[src/rtl/vga_sync_gen.sv]
// vga_sync_gen: raster timing generator for the VGA pixel peripheral.
// Free-running x/y beam counters plus registered sync, blank, retrace
// strobes and a sticky frame interrupt with a level clear (cli).
// Optional build macro VGA_SYNC_LINE_IRQ_EN adds irq_line, a second
// interrupt set point at the start of a programmable scanline.
// Every output is a register whose value is derived from the *next*
// counter value, so all strobes line up with x/y in the same cycle.
module vga_sync_gen #(
  parameter int H_VISIBLE  = 1024,
  parameter int H_FRONT    = 24,
  parameter int H_SYNC     = 136,
  parameter int H_BACK     = 160,
  parameter int V_VISIBLE  = 768,
  parameter int V_FRONT    = 3,
  parameter int V_SYNC     = 6,
  parameter int V_BACK     = 29,
  parameter bit H_SYNC_POL = 1'b0,
  parameter bit V_SYNC_POL = 1'b0
) (
  input  logic        clk,
  input  logic        rst_n,
  input  logic        cli,
`ifdef VGA_SYNC_LINE_IRQ_EN
  input  logic [9:0]  irq_line,
`endif
  output logic [10:0] x,
  output logic [9:0]  y,
  output logic        hsync,
  output logic        vsync,
  output logic        retrace,
  output logic        blank,
  output logic        interrupt
);

  localparam int H_TOTAL = H_VISIBLE + H_FRONT + H_SYNC + H_BACK;
  localparam int V_TOTAL = V_VISIBLE + V_FRONT + V_SYNC + V_BACK;

  // Boundaries pre-sized to the counter widths so every compare is width-exact.
  localparam logic [10:0] H_LAST     = 11'(H_TOTAL - 1);
  localparam logic [10:0] H_VIS      = 11'(H_VISIBLE);
  localparam logic [10:0] H_SYNC_ON  = 11'(H_VISIBLE + H_FRONT);
  localparam logic [10:0] H_SYNC_OFF = 11'(H_VISIBLE + H_FRONT + H_SYNC);
  localparam logic [9:0]  V_LAST     = 10'(V_TOTAL - 1);
  localparam logic [9:0]  V_VIS      = 10'(V_VISIBLE);
  localparam logic [9:0]  V_SYNC_ON  = 10'(V_VISIBLE + V_FRONT);
  localparam logic [9:0]  V_SYNC_OFF = 10'(V_VISIBLE + V_FRONT + V_SYNC);

  logic [10:0] x_nxt;
  logic [9:0]  y_nxt;
  logic        x_wrap;
  logic        hs_act, vs_act, blank_nxt, retrace_nxt;
  logic        irq_set, irq_vblank, irq_line_hit;

  // Next beam position: x free-runs, y advances only on the x wrap.
  always_comb begin
    x_wrap = (x == H_LAST);
    x_nxt  = x_wrap ? 11'd0 : x + 11'd1;
    y_nxt  = y;
    if (x_wrap) y_nxt = (y == V_LAST) ? 10'd0 : y + 10'd1;
  end

  // Strobes decoded from the next position so they register alongside x/y.
  // vsync depends on y_nxt only, which only moves at the x wrap.
  always_comb begin
    hs_act      = (x_nxt >= H_SYNC_ON) && (x_nxt < H_SYNC_OFF);
    vs_act      = (y_nxt >= V_SYNC_ON) && (y_nxt < V_SYNC_OFF);
    blank_nxt   = (x_nxt >= H_VIS) || (y_nxt >= V_VIS);
    retrace_nxt = (x_nxt == H_VIS) && (y_nxt < V_VIS);
  end

  // Interrupt set points; a programmable line equal to V_VISIBLE simply
  // ORs into the same single set, and lines >= V_TOTAL can never match
  // because y_nxt never reaches them.
  always_comb begin
    irq_vblank   = (x_nxt == 11'd0) && (y_nxt == V_VIS);
`ifdef VGA_SYNC_LINE_IRQ_EN
    irq_line_hit = (x_nxt == 11'd0) && (y_nxt == irq_line);
`else
    irq_line_hit = 1'b0;
`endif
    irq_set      = irq_vblank || irq_line_hit;
  end

  // Counters, strobes and sticky interrupt; set takes priority over cli.
  always_ff @(posedge clk or negedge rst_n) begin
    if (!rst_n) begin
      x         <= 11'd0;
      y         <= 10'd0;
      hsync     <= ~H_SYNC_POL;
      vsync     <= ~V_SYNC_POL;
      retrace   <= 1'b0;
      blank     <= 1'b0;
      interrupt <= 1'b0;
    end else begin
      x       <= x_nxt;
      y       <= y_nxt;
      hsync   <= hs_act ? H_SYNC_POL : ~H_SYNC_POL;
      vsync   <= vs_act ? V_SYNC_POL : ~V_SYNC_POL;
      retrace <= retrace_nxt;
      blank   <= blank_nxt;
      if (irq_set)  interrupt <= 1'b1;
      else if (cli) interrupt <= 1'b0;
    end
  end

endmodule

[config.mk]
export PLATFORM = sky130hd
export DESIGN_NAME = vga_sync_gen
export DESIGN_NICKNAME = d
export VERILOG_FILES = /design/src/rtl/vga_sync_gen.sv
export SDC_FILE = /design/constraint.sdc
export NUM_CORES = 1
export LEC_CHECK = 0
export BUFFER_PORTS_ARGS = -buffer_cell sky130_fd_sc_hd__buf_2
export CAP_MARGIN = 5
export CORE_MARGIN = 5
export CORE_UTILIZATION = 55
export DETAILED_ROUTE_END_ITERATION = 8
export PLACE_DENSITY = 0.79
export SETUP_SLACK_MARGIN = 0.2
export SYNTH_ARGS = -nofsm -noshare
export SYNTH_HDL_FRONTEND = slang
export SYNTH_SLANG_ARGS = --single-unit
[constraint.sdc]
create_clock -name clk -period 3.05 [get_ports clk]
set_input_delay 0.61 -clock clk [delete_from_list [all_inputs] [get_ports clk]]
set_output_delay 0.61 -clock clk [all_outputs]
set_load 0.02 [all_outputs]
# After elaboration in Yosys (flattened, before gate mapping)
# Index checks and enable logic that the tools add are counted.
# word_totals
reg_bits	26
output_inout_bits	26
inputBits	3
word_cells	34
# classes
reduce_logical	7
n_mux	7
n_eq_ne	4
order_cmp	7
n_addsub	2
# ops
op	count
$eq 11x11->1 const B	2
$ge 11x11->1 const B	2
$eq 10x10->1 const B	2
$ge 10x10->1 const B	2
$lt 10x10->1 const B	2
$mux 10	2
$add 11x1->11 const B	1
$logic_not 11->1	1
$lt 11x11->1 const B	1
$mux 11	1
$add 10x1->10 const B	1
$logic_and 1x1->1	4
$mux 1	4
$reduce_bool 2->1	1
$logic_or 1x1->1	1

# Depth between registers and ports, before layout
# depth
depth_word	6
ltp_mapped	10
ltp_nobuf	8

# Least setup slack after synthesis
# No wires, ideal clock.
# synth_timing
kind	reg-to-reg
start	register x[6]
end	register interrupt
arrival_ns	2.681
n_path_buf	3
setup_slack_ns	0.277
stages_incl_launch_ff	10
required_ns	2.958
cell_sequence	dfrtp_1 buf_6 or4b_4 or4_1 buf_2 buf_6 nor2_8 o22ai_2 or4_4 o31ai_2
# synth_between
elab_chain_len	5
word_cells_on_any_way	9
# synth_lines
element	line	rtl
start: declaration	26	output logic [10:0] x,
start signal: assignment	95	x <= x_nxt;
$add 11x1->11 / $eq 11x11->1 (equally long branches)	57, 56	
$mux 11 / $mux 10 (equally long branches)	57, 59	
$logic_not 11->1 / $eq 10x10->1 (equally long branches)	75	irq_vblank = (x_nxt == 11'd0) && (y_nxt == V_VIS);
$logic_and 1x1->1 *	75	
$mux 1 / $reduce_bool 2->1 (equally long branches)	--	
end signal: assignment	93	interrupt <= 1'b0;
end signal: assignment	101	if (irq_set) interrupt <= 1'b1;
end signal: assignment	102	else if (cli) interrupt <= 1'b0;
end: declaration	32	output logic interrupt
# Mark *: on every way between the ends. The rest lies on a longest branch, timed or not.
# A chain may end at the register's enable or synchronous reset.

# Worst setup path in the final report
# layout_timing
start	register x[5]
end	register interrupt
# layout_between
elab_chain_len	5
word_cells_on_any_way	9
# layout_lines
element	line	rtl
$eq 11x11->1 *	56	x_wrap = (x == H_LAST);
$mux 10 *	59	if (x_wrap) y_nxt = (y == V_LAST) ? 10'd0 : y + 10'd1;
net y_nxt[7]	49	logic [9:0] y_nxt;
$eq 10x10->1 *	75	
$logic_and 1x1->1 *	75	
$mux 1 / $reduce_bool 2->1 (equally long branches)	--	
# The timed path passes the listed nets; every way through them passes the cells marked *.

==> run metrics <==
R2R cell count=6; Die X=63.9 µm; TritonRoute pass-1 iters=4; Setup crit start kind=register; # IOs=29; cell count after synthesis=163; number of setup violations in the final report=0; Critical R2R Launch=x[5]; worst setup path class=reg2reg; flop2flop setup slack=0.38 ns; final worst slack=0.383 ns; metal3 WL=255 µm; clock skew=0.00736 ns; largest net degree at the start of global routing=27; pre-CTS setup slack=0.299 ns; final core occ=65.0%; total leakage power=0.852 nW; Vias=1382; Tmin final=2.67 ns; max-cap check violation count=0; worst-margin pin slew=0.582 ns; # fillers=225; Final HPWL DP=2600 µm; clk root buf=clkbuf_4; # rows=19; outcome=finished, final reports clean; Post-synth EDFFs=0; Port-buffer cells=28; worst path arrival time=2.91 ns; Die Y=63.9 µm; Critical Path End Type=register; sequential cell area=653 µm²; met2 WL=1740 µm; fin crit share=87.4%; synthesized area=1600 µm²; Slew Viols, Final=0; Inserted Clock Buffers=3; slew margin rel.=61.2%; clk slew on worst S/H paths=0.15 ns; Synth Flop Type=dfrtp_1; Clock Tree Buf Depth=2; ys async rst share=100%; most common cell after layout, fill and taps aside=buf_2; Placer Congestion=0.966; Met1 Wirelength=1610 µm; Final TNS setup=0 ns; DRT antenna net count=0; initial DRC count=99; GRT Util Overall=18.4%; global route overflow=0; Core Box Area=2780 µm²; CTS sink count=26; post-synthesis sequential area ratio=40.8%; peak supply drop=0.254 mV; most frequent cells in the layout=buf_2 (28), dfrtp_1 (24), o21ai_0 (12), nor2_1 (12), nand3_1 (11); RSZ-0062 raised after global routing=false; wire per inst=16.5 µm; Worst-Skew Late Latency=0.32 ns; r2r endpoint=interrupt; DRT Wirelength=3620 µm; Syn-to-layout area delta=13.1%; CP Max Fanout=11; first-pass GRT wire length=6270 µm; Residual DRC=0; vias per cell=6.28; PwrDens=327 nW/µm²; Starting Density=57.5%; Final nets=197; Worst Hold Class=in2async; count of final hold-check violations=0; Yosys cell types=52; top sig layer=met4; number of global-route vias before repair=1359; ANT cells=0; Synth top area share=37.5%; top post-synthesis cells by area=dfrtp_1 (38%), xnor2_1 (4.4%), o21ai_0 (3.8%); footprint of the multi-input gates=880 µm²; TritonCTS clock tree=done; Yosys top cell by area=dfrtp_1; H-Tree Depth=1; Synth Register Bits=26; total die area=4090 µm²; Critical Path RT=3.29 ns; share of layout cells above drive strength 1=27.0%; syn avg cell area=9.82 µm²; Max Fclk=375 MHz; warnings from Yosys=0; Mapped Nets=170; initial antenna violation count=0
## routing by layer
metal | track usage [%] | vias up
met5 | 0 | -
met4 | 4.16 | 0
met3 | 4.03 | 2
met2 | 30.3 | 42
met1 | 24.8 | 675
li1 | - | 663
## report_power, final
part	leakage (nW)	switching [mW]	internal, mW
logic	0.482	0.00658	0.00107
registers	0.342	0.0000000000000000227	0.345
clock network	0.0279	0.106	0.133
## area by class of cell
cell class / count / area share, %
sequential: 26 / 36.1
timing repair buffer: 32 / 9.41
clock inverter: 1 / 1.66
clock buffer: 3 / 1.24
multi-input combinational: 123 / 48.6
tap: 31 / 2.14
inverter: 4 / 0.830
## sequential cells by signal, summed over array words and instances, names as in the netlist
| signal | cells |
|---|---|
| blank | 1 |
| retrace | 1 |
| hsync | 1 |
| x | 11 |
| interrupt | 1 |
| y | 10 |
| vsync | 1 |
## worst max-delay path: stages, from the launching register on
cell and delay, ns:
dfrtp_1 0.55, or4b_4 0.54, or4_4 0.51, nor2_1 0.16, xor2_1 0.09, or4_4 0.52, o31ai_2 0.22
## cell families after synthesis
group / count (synthesis) / synth area share [%]
simple gates: 69 / 27.4
flops: 26 / 40.8
compound gates: 35 / 15.7
buf+inv: 14 / 4.46
xor+xnor: 13 / 7.11
mux: 2 / 1.33
fa+ha+maj: 4 / 3.13
## timing repair
| item | 4_1_cts | 5_1_grt |
|---|---|---|
| endpoints found under the hold margin | 0 | 0 |
| buffers inserted | 0 | 0 |
| resized for setup | 0 | 1 |
| setup endpoints to repair | 0 | 2 |
| hold buffers | 0 | 0 |
## how the worst max path moves through the flow
stage / startpoint / cells past startpoint / slack (ns) / to
6_report: x[5] / 6 / 0.38 / interrupt
5_1_grt: x[0] / 7 / 0.21 / interrupt
4_1_cts: x[5] / 6 / 0.26 / interrupt
2_1_floorplan: x[6] / 9 / 0.28 / interrupt
3_3_place_gp: x[5] / 6 / 0.38 / interrupt
3_5_place_dp: x[7] / 6 / 0.30 / interrupt
## synthesized netlist by cell type, drive strengths merged (3+ instances only)
cell type	number
dfrtp	24
nor2	13
o21ai	12
nand3	11
xnor2	8
nand2	7
and3	6
nand4	6
buf	5
clkbuf	5
xor2	5
ha	4
inv	4
nor3	4
a21oi	3
and4	3
nand2b	3
nor3b	3
or4	3
## stage by stage
stage | total power, mW | cells | hold slack, ns | instance area (µm²)
final | 0.591 | 220 | 0.265 | 1810
after global routing | 0.614 | 220 | 0.295 | 1810
after CTS | 0.595 | 220 | 0.279 | 1810
after detailed placement | 0.360 | 216 | 0.492 | 1750
after global placement | 0.359 | 216 | 0.476 | 1750
after floorplan | 0.352 | 163 | 0.314 | 1600
No activity file was read; power rests on OpenSTA's default activity.
